## src/rtl/cnt_seq_monitor_if.sv

```systemverilog
// Observation bus between the mod-N counter output and its sequence monitor.
// The master side supplies samples; the slave (monitor) returns status flags.
interface cnt_seq_monitor_if #(
  parameter int W  = 4,
  parameter int EW = 8
);
  logic          en;
  logic [W-1:0]  cntQ_in;
  logic          locked;
  logic          dir_det;
  logic          wrap;
  logic          dir_chg;
  logic          err;
  logic [EW-1:0] err_cnt;

  modport master (
    output en, cntQ_in,
    input  locked, dir_det, wrap, dir_chg, err, err_cnt
  );

  modport slave (
    input  en, cntQ_in,
    output locked, dir_det, wrap, dir_chg, err, err_cnt
  );
endinterface

```

## src/rtl/cnt_seq_monitor.sv

```systemverilog
// Receive-side checker for a mod-MOD up/down counter: infers direction,
// flags wraps, reversals and illegal steps, and keeps a saturating error count.
//
//   state | meaning
//   IDLE  | no reference sample yet
//   ACQ   | have prev, waiting for a legal step to infer direction
//   LOCK  | direction known, tracking each step
module cnt_seq_monitor #(
  parameter int MOD = 10,
  parameter int W   = 4,
  parameter int EW  = 8
) (
  input  logic            clk,
  input  logic            reset,
  cnt_seq_monitor_if.slave mon
);

  typedef enum logic [1:0] {IDLE, ACQ, LOCK} state_t;

  localparam logic [W-1:0] MAX = W'(MOD - 1);

  state_t        state;
  logic [W-1:0]  prev;
  logic [W-1:0]  nxt_up;
  logic [W-1:0]  nxt_dn;
  logic          out_of_range;
  logic          wrap_up;
  logic          wrap_dn;
  logic          is_up;
  logic          is_dn;

  assign nxt_up       = (prev == MAX) ? '0 : prev + W'(1);
  assign nxt_dn       = (prev == '0) ? MAX : prev - W'(1);
  assign out_of_range = ({1'b0, mon.cntQ_in} >= (W+1)'(MOD));
  assign is_up        = (mon.cntQ_in == nxt_up);
  assign is_dn        = (mon.cntQ_in == nxt_dn);
  assign wrap_up      = (prev == MAX) && (mon.cntQ_in == '0);
  assign wrap_dn      = (prev == '0) && (mon.cntQ_in == MAX);

  always_ff @(posedge clk or negedge reset) begin
    if (!reset) begin
      state       <= IDLE;
      prev        <= '0;
      mon.locked  <= 1'b0;
      mon.dir_det <= 1'b0;
      mon.wrap    <= 1'b0;
      mon.dir_chg <= 1'b0;
      mon.err     <= 1'b0;
      mon.err_cnt <= '0;
    end else begin
      mon.wrap    <= 1'b0;
      mon.dir_chg <= 1'b0;
      mon.err     <= 1'b0;
      if (mon.en) begin
        if (out_of_range) begin
          // prev is left alone; IDLE reloads it on the next good sample
          state      <= IDLE;
          mon.locked <= 1'b0;
          mon.err    <= 1'b1;
          if (mon.err_cnt != '1) mon.err_cnt <= mon.err_cnt + EW'(1);
        end else begin
          prev <= mon.cntQ_in;
          case (state)
            IDLE: begin
              state <= ACQ;
            end
            ACQ: begin
              if (is_up) begin
                state       <= LOCK;
                mon.locked  <= 1'b1;
                mon.dir_det <= 1'b0;
                mon.wrap    <= wrap_up;
              end else if (is_dn) begin
                state       <= LOCK;
                mon.locked  <= 1'b1;
                mon.dir_det <= 1'b1;
                mon.wrap    <= wrap_dn;
              end else begin
                mon.err <= 1'b1;
                if (mon.err_cnt != '1) mon.err_cnt <= mon.err_cnt + EW'(1);
              end
            end
            LOCK: begin
              if (is_up || is_dn) begin
                mon.dir_det <= is_dn;
                mon.dir_chg <= (is_dn != mon.dir_det);
                mon.wrap    <= is_up ? wrap_up : wrap_dn;
              end else begin
                state      <= ACQ;
                mon.locked <= 1'b0;
                mon.err    <= 1'b1;
                if (mon.err_cnt != '1) mon.err_cnt <= mon.err_cnt + EW'(1);
              end
            end
            default: begin
              state      <= IDLE;
              mon.locked <= 1'b0;
            end
          endcase
        end
      end
    end
  end

endmodule
```

## src/flat_wrapper.sv

```systemverilog
// flat-port wrapper written by rule: the top's interface ports become plain ports
module cnt_seq_monitor_flat 
#(
  parameter int MOD = 10,
  parameter int W   = 4,
  parameter int EW  = 8
)
  (clk, reset, mon_en, mon_cntQ_in, mon_locked, mon_dir_det, mon_wrap, mon_dir_chg, mon_err, mon_err_cnt);
  cnt_seq_monitor_if #(.W(W), .EW(EW)) mon_i ();
  input  logic clk;
  input  logic reset;
  input wire logic [$bits(mon_i.en)-1:0] mon_en;
  input wire logic [$bits(mon_i.cntQ_in)-1:0] mon_cntQ_in;
  output wire logic [$bits(mon_i.locked)-1:0] mon_locked;
  output wire logic [$bits(mon_i.dir_det)-1:0] mon_dir_det;
  output wire logic [$bits(mon_i.wrap)-1:0] mon_wrap;
  output wire logic [$bits(mon_i.dir_chg)-1:0] mon_dir_chg;
  output wire logic [$bits(mon_i.err)-1:0] mon_err;
  output wire logic [$bits(mon_i.err_cnt)-1:0] mon_err_cnt;
  assign mon_i.en = mon_en;
  assign mon_i.cntQ_in = mon_cntQ_in;
  assign mon_locked = mon_i.locked;
  assign mon_dir_det = mon_i.dir_det;
  assign mon_wrap = mon_i.wrap;
  assign mon_dir_chg = mon_i.dir_chg;
  assign mon_err = mon_i.err;
  assign mon_err_cnt = mon_i.err_cnt;
  cnt_seq_monitor #(.MOD(MOD), .W(W), .EW(EW)) u_core (.clk(clk), .reset(reset), .mon(mon_i));
endmodule
```

## config.mk

```make
export PLATFORM = sky130hd
export DESIGN_NAME = cnt_seq_monitor_flat
export DESIGN_NICKNAME = d
export VERILOG_FILES = /design/src/rtl/cnt_seq_monitor_if.sv /design/src/rtl/cnt_seq_monitor.sv /design/src/flat_wrapper.sv
export SDC_FILE = /design/constraint.sdc
export NUM_CORES = 1
export LEC_CHECK = 0
export CAP_MARGIN = 10
export CORE_MARGIN = 1.5
export CORE_UTILIZATION = 30
export DETAILED_ROUTE_END_ITERATION = 10
export MAX_ROUTING_LAYER = met4
export SETUP_SLACK_MARGIN = 0.5
export SLEW_MARGIN = 0
export SYNTH_ARGS = -nofsm -noshare
export SYNTH_HDL_FRONTEND = slang
export SYNTH_SLANG_ARGS = --single-unit
```

## constraint.sdc

```tcl
create_clock -name clk -period 3.01 [get_ports clk]
set_clock_uncertainty 0.1 [all_clocks]
set_input_delay 0.602 -clock clk [delete_from_list [all_inputs] [get_ports clk]]
set_output_delay 0.602 -clock clk [all_outputs]
set_load 0.02 [all_outputs]
```

### After elaboration in Yosys (flattened, before gate mapping)

Cells that the tools add are included.

| operators by class | value |
|---|---|
| multiplexer cells | 38 |
| reductions and logical operators | 13 |
| add/sub/neg operators | 3 |
| equality and inequality tests | 15 |
| magnitude comparators | 1 |
| bitwise gates (word level) | 1 |

Operators with widths:

| cell | count |
|---|---|
| $mux 8 | 5 |
| $mux 1 | 21 |
| $pmux 8 s2 | 1 |
| $reduce_and 5->1 | 2 |
| $ne 3x2->1 const B | 3 |
| $add 8x1->8 const B | 1 |
| $eq 4x4->1 | 2 |
| $eq 4x4->1 const B | 2 |
| $logic_not 4->1 | 2 |
| $mux 2 | 4 |
| $mux 4 | 2 |
| $ne 8x8->1 const B | 1 |
| $pmux 1 s2 | 3 |
| $pmux 2 s3 | 1 |
| $add 4x1->4 const B | 1 |
| $ge 4x4->1 const B | 1 |
| $ne 2x1->1 const B | 2 |
| $ne 4x1->1 const B | 1 |
| $reduce_and 4->1 | 1 |
| $sub 4x1->4 const B | 1 |
| $ne 3x1->1 const B | 1 |
| $pmux 1 s3 | 1 |
| $reduce_and 3->1 | 1 |
| $reduce_bool 3->1 | 1 |
| other kinds (9) | 10 |

| storage, ports and cells | value |
|---|---|
| flip-flop bits (word level) | 19 |
| output and inout bits | 13 |
| input bits | 7 |

### Longest topological paths before layout

| logic depth | value |
|---|---|
| depth after elaboration | 8 |
| depth in mapped cells | 8 |

### Worst setup path after synthesis

OpenSTA, ideal clock, no wires.

| timing path | value |
|---|---|
| path type | input-to-reg |
| start point | in mon_cntQ_in[3] |
| end point | reg u_core.mon.err_cnt[1] |
| slack | 0.417 ns |
| data required time | 2.785 ns |
| arrival | 2.368 ns |
| cell stages on the path | 7 |
| buffers on the path | 1 |
| cell sequence | buf_4 > or3b_4 > a2111oi_4 > o2111ai_2 > o32ai_2 > a211oi_4 > mux2_4 |

| between the ends | value |
|---|---|
| longest elaborated chain between the ends | 4 |

RTL lines:

| what | RTL line | source |
|---|---|---|
| start, declared | flat_wrapper.sv:13 | `input wire logic [$bits(mon_i.cntQ_in)-1:0] mon_cntQ_in;` |
| parallel branches: the longest is 4 deep, another holds $ge 4x4->1 | -- |  |
| end signal, assigned | cnt_seq_monitor.sv:60 | `if (mon.err_cnt != '1) mon.err_cnt <= mon.err_cnt + EW'(1);` |
| end signal, assigned | cnt_seq_monitor.sv:80 | `if (mon.err_cnt != '1) mon.err_cnt <= mon.err_cnt + EW'(1);` |
| end signal, assigned | cnt_seq_monitor.sv:92 | `if (mon.err_cnt != '1) mon.err_cnt <= mon.err_cnt + EW'(1);` |
| end, declared | cnt_seq_monitor_if.sv:23 | `output locked, dir_det, wrap, dir_chg, err, err_cnt` |

Parallel ways; which one is timed is not known.
A chain may end at the register's enable or synchronous reset.

### Worst setup path after layout

Ends and elaborated chain as after synthesis.

==> impl_metrics.env <==
export IMPL_finalCritPeriodShare_pct=80.6
export IMPL_worstPathRequired_ps=3060
export IMPL_crit_start="mon_cntQ_in[3]"
export IMPL_critPathLaunchType="primary input"
export IMPL_detailed_place_hpwl_mm=2.32
export IMPL_worstRegToRegCells=9
export IMPL_peakVddDrop_mv=0.479
export IMPL_clk_pin_slew_worst_paths_ps=70
export IMPL_critPathKind="in -> reg"
export IMPL_ioPinCount=20
export IMPL_grt_max_degree=20
export IMPL_rrSetupSlack_ps=610
export IMPL_cts_hold_buf=0
export IMPL_yosysSeqAreaShare_pct=35.1
export IMPL_maxCapViolations=0
export IMPL_fmax_mhz=412
export IMPL_ys_warn_count=0
export IMPL_finalCriticalPeriod_ps=2430
export IMPL_nNetsFinal=200
export IMPL_port_buffers=19
export IMPL_worst_pin_slew_ps=834
export IMPL_rsz0062_at_grt="false"
export IMPL_syn_to_final_growth_pct=38.6
export IMPL_worstSetupEndpoint="u_core.mon.err_cnt[1]"
export IMPL_drive_above_1_share_pct=29.9
export IMPL_cts_buffers=3
export IMPL_finalSetupViolations=0
export IMPL_reg2reg_to="u_core.mon.err_cnt[1]"
export IMPL_hp_class="reg -> reg"
export IMPL_grt_ovfl_total=0
export IMPL_finalInstanceArea_um2=1880
export IMPL_antenna_found_initial=0
export IMPL_crit_fanout=8
export IMPL_finalSetupTns_ps=0
export IMPL_antenna_left=0
export IMPL_crit_reg2reg_launch="u_core.prev[3]"
export IMPL_grt_pass1_wl_mm=5.88
export IMPL_final_util_pct=43.1
export IMPL_cts_max_level=1
export IMPL_rows=24
export IMPL_fp_dieW_um=70.2
export IMPL_ff_latch_area_um2=480
export IMPL_wl_per_cell_um=15.1
export IMPL_clockBufferDepth=2
export IMPL_syn_area_per_cell_um2=9.22
export IMPL_slew_viol_final=0
export IMPL_nFillCells=407
export IMPL_synth_edff_count=0
export IMPL_cts_tree="done"
export IMPL_vias=1257
export IMPL_synth_async_reset_ratio_pct=100
export IMPL_postPlaceCellArea_um2=1610
export IMPL_synthesis_area_um2=1360
export IMPL_clkLatencyLatePin_ps=260
export IMPL_grt_usage_pct=15.1
export IMPL_syn_nets=159
export IMPL_p_leak_nw=0.788
export IMPL_n_antenna_cell=0
export IMPL_drt_pass1_iterations=4
export IMPL_clock_sinks=19
export IMPL_power_density_nw_per_um2=691
export IMPL_multi_input_comb_area_um2=871
export IMPL_coreArea_um2=4350
export IMPL_viasPerCell=5.26
export IMPL_die_h_um=70.2
export IMPL_endpoint_kind="register"
export IMPL_synth_cell_type_count=48
export IMPL_critPathArrivalTime_ps=2470
export IMPL_status="complete, no violations"
export IMPL_relSlewSlack_pct=44.2
export IMPL_drt_iter0_markers=42
export IMPL_ys_ff_latch=19
export IMPL_clockRootBuffer="clkbuf_8"
export IMPL_grt_pass1_vias=1270
export IMPL_p_total_w=0.00130
export IMPL_synthCells=147
export IMPL_initial_core_util_pct=31.1
export IMPL_gp_congestion=0.826
export IMPL_drt_total_wl_mm=3.61
export IMPL_hold_violations=0
export IMPL_drc=0
export IMPL_die_area_um2=4930
export IMPL_ys_flop_type="dfrtp_1"
power breakdown:
group | total, W | internal (W) | switching [W] | leakage (nW)
clock | 0.000178 | 0.0000920 | 0.0000864 | 0.0255
sequential | 0.000412 | 0.000328 | 0.0000849 | 0.236
combinational | 0.000706 | 0.000340 | 0.000366 | 0.526
Yosys cell counts (2+ instances only):
cell | number | share of area (%)
dfrtp_1 | 19 | 35
nand2_1 | 18 | 5.0
o21ai_0 | 11 | 4.1
xnor2_1 | 9 | 5.8
inv_1 | 6 | 1.7
nor2_1 | 6 | 1.7
ha_1 | 5 | 4.6
a31oi_1 | 4 | 1.8
and3_1 | 4 | 1.8
buf_2 | 4 | 1.5
nand2b_1 | 4 | 1.8
nand4_1 | 4 | 1.8
nor2b_1 | 4 | 1.8
nor3_1 | 4 | 1.5
a21oi_1 | 3 | 1.1
nand3_1 | 3 | 1.1
or3_1 | 3 | 1.4
a211oi_4 | 2 | 3.0
clkbuf_1 | 2 | 0.55
o21a_1 | 2 | 1.1
o311ai_1 | 2 | 1.3
xor2_1 | 2 | 1.3
worst max-delay path, stage by stage:
cell,delay [ps]
clkdlybuf4s15_1,170
or3b_4,380
a2111oi_4,310
o2111ai_2,180
o32ai_2,330
a211oi_4,60
buf_6,150
mux2_4,280
metrics by stage:
step           hold WS [ps]  worst slack (ps)  cells
2_1_floorplan           206               512    147
3_3_place_gp            389              87.5    216
3_5_place_dp            388              22.3    216
4_1_cts                 413               505    230
5_1_grt                 434               507    239
6_report                413               585    239
metal layers:
metal	track usage, %	part of all wire [%]	up-vias
met3	3.03	3.4	4
met1	18.6	46	619
met5	-	0	-
met2	25.1	49	25
met4	4.70	1.6	0
li1	-	-	609
what timing repair did:
action,CTS,global route
buffers inserted,10,9
pin swaps,6,7
setup endpoints to repair,13,11
resized for setup,15,15
layout make-up:
| cell class | instances | area share [%] |
|---|---|---|
| clock inverter | 1 | 0.266 |
| tap | 52 | 3.46 |
| sequential | 19 | 25.6 |
| inverter | 6 | 1.20 |
| timing repair buffer | 44 | 20.9 |
| clock buffer | 3 | 2.20 |
| multi-input combinational | 114 | 46.4 |
flip-flops by register name, summed over array words and instances, names as in the netlist:
signal,count
u_core.mon.err_cnt,8
u_core.mon.dir_det,1
u_core.mon.wrap,1
u_core.mon.locked,1
u_core.mon.dir_chg,1
u_core.state,2
u_core.prev,4
u_core.mon.err,1
cells in the final DEF (no fill, tap or decap), types with 2 or more instances in the layout:
cell type / instances
a211oi_4: 2
a21oi_1: 3
a31oi_1: 3
and3_1: 4
buf_4: 21
buf_6: 4
clkbuf_8: 3
clkdlybuf4s50_1: 15
dfrtp_1: 15
dfrtp_2: 4
dlymetal6s2s_1: 2
ha_1: 5
inv_1: 6
nand2_1: 18
nand2b_1: 3
nand2b_4: 2
nand3_1: 2
nand4_1: 4
nor2_1: 5
nor2b_1: 4
nor3_1: 4
o21a_1: 2
o21ai_0: 9
o21ai_2: 2
o311ai_1: 2
or3_1: 3
or3b_4: 2
xnor2_1: 8
xor2_1: 2
logic make-up (layout without fill, tap and decap cells):
family                   Yosys count  after routing  share of synthesized area [%]
multiplexers                       1              1                           1.11
buffers and inverters             14             54                           5.08
adder cells (fa/ha/maj)            5              5                           4.62
AND/OR/NAND/NOR                   58             58                           23.0
flip-flops                        19             19                           35.1
AO/OA/AOI/OAI                     39             39                           24.0
XOR/XNOR                          11             11                           7.11
worst min path at each step:
| stage | startpoint | to | slack [ps] | cells past startpoint |
|---|---|---|---|---|
| 2_1_floorplan | reset | u_core.mon.dir_chg | 210 | 0 |
| 3_3_place_gp | u_core.mon.err_cnt[5] | u_core.mon.err_cnt[5] | 390 | 1 |
| 3_5_place_dp | u_core.mon.err_cnt[5] | u_core.mon.err_cnt[5] | 390 | 1 |
| 4_1_cts | u_core.mon.err_cnt[5] | u_core.mon.err_cnt[5] | 410 | 1 |
| 5_1_grt | u_core.mon.err_cnt[7] | u_core.mon.err_cnt[7] | 430 | 1 |
| 6_report | u_core.mon.err_cnt[5] | u_core.mon.err_cnt[5] | 410 | 1 |
(Power assumes the default switching activity.)
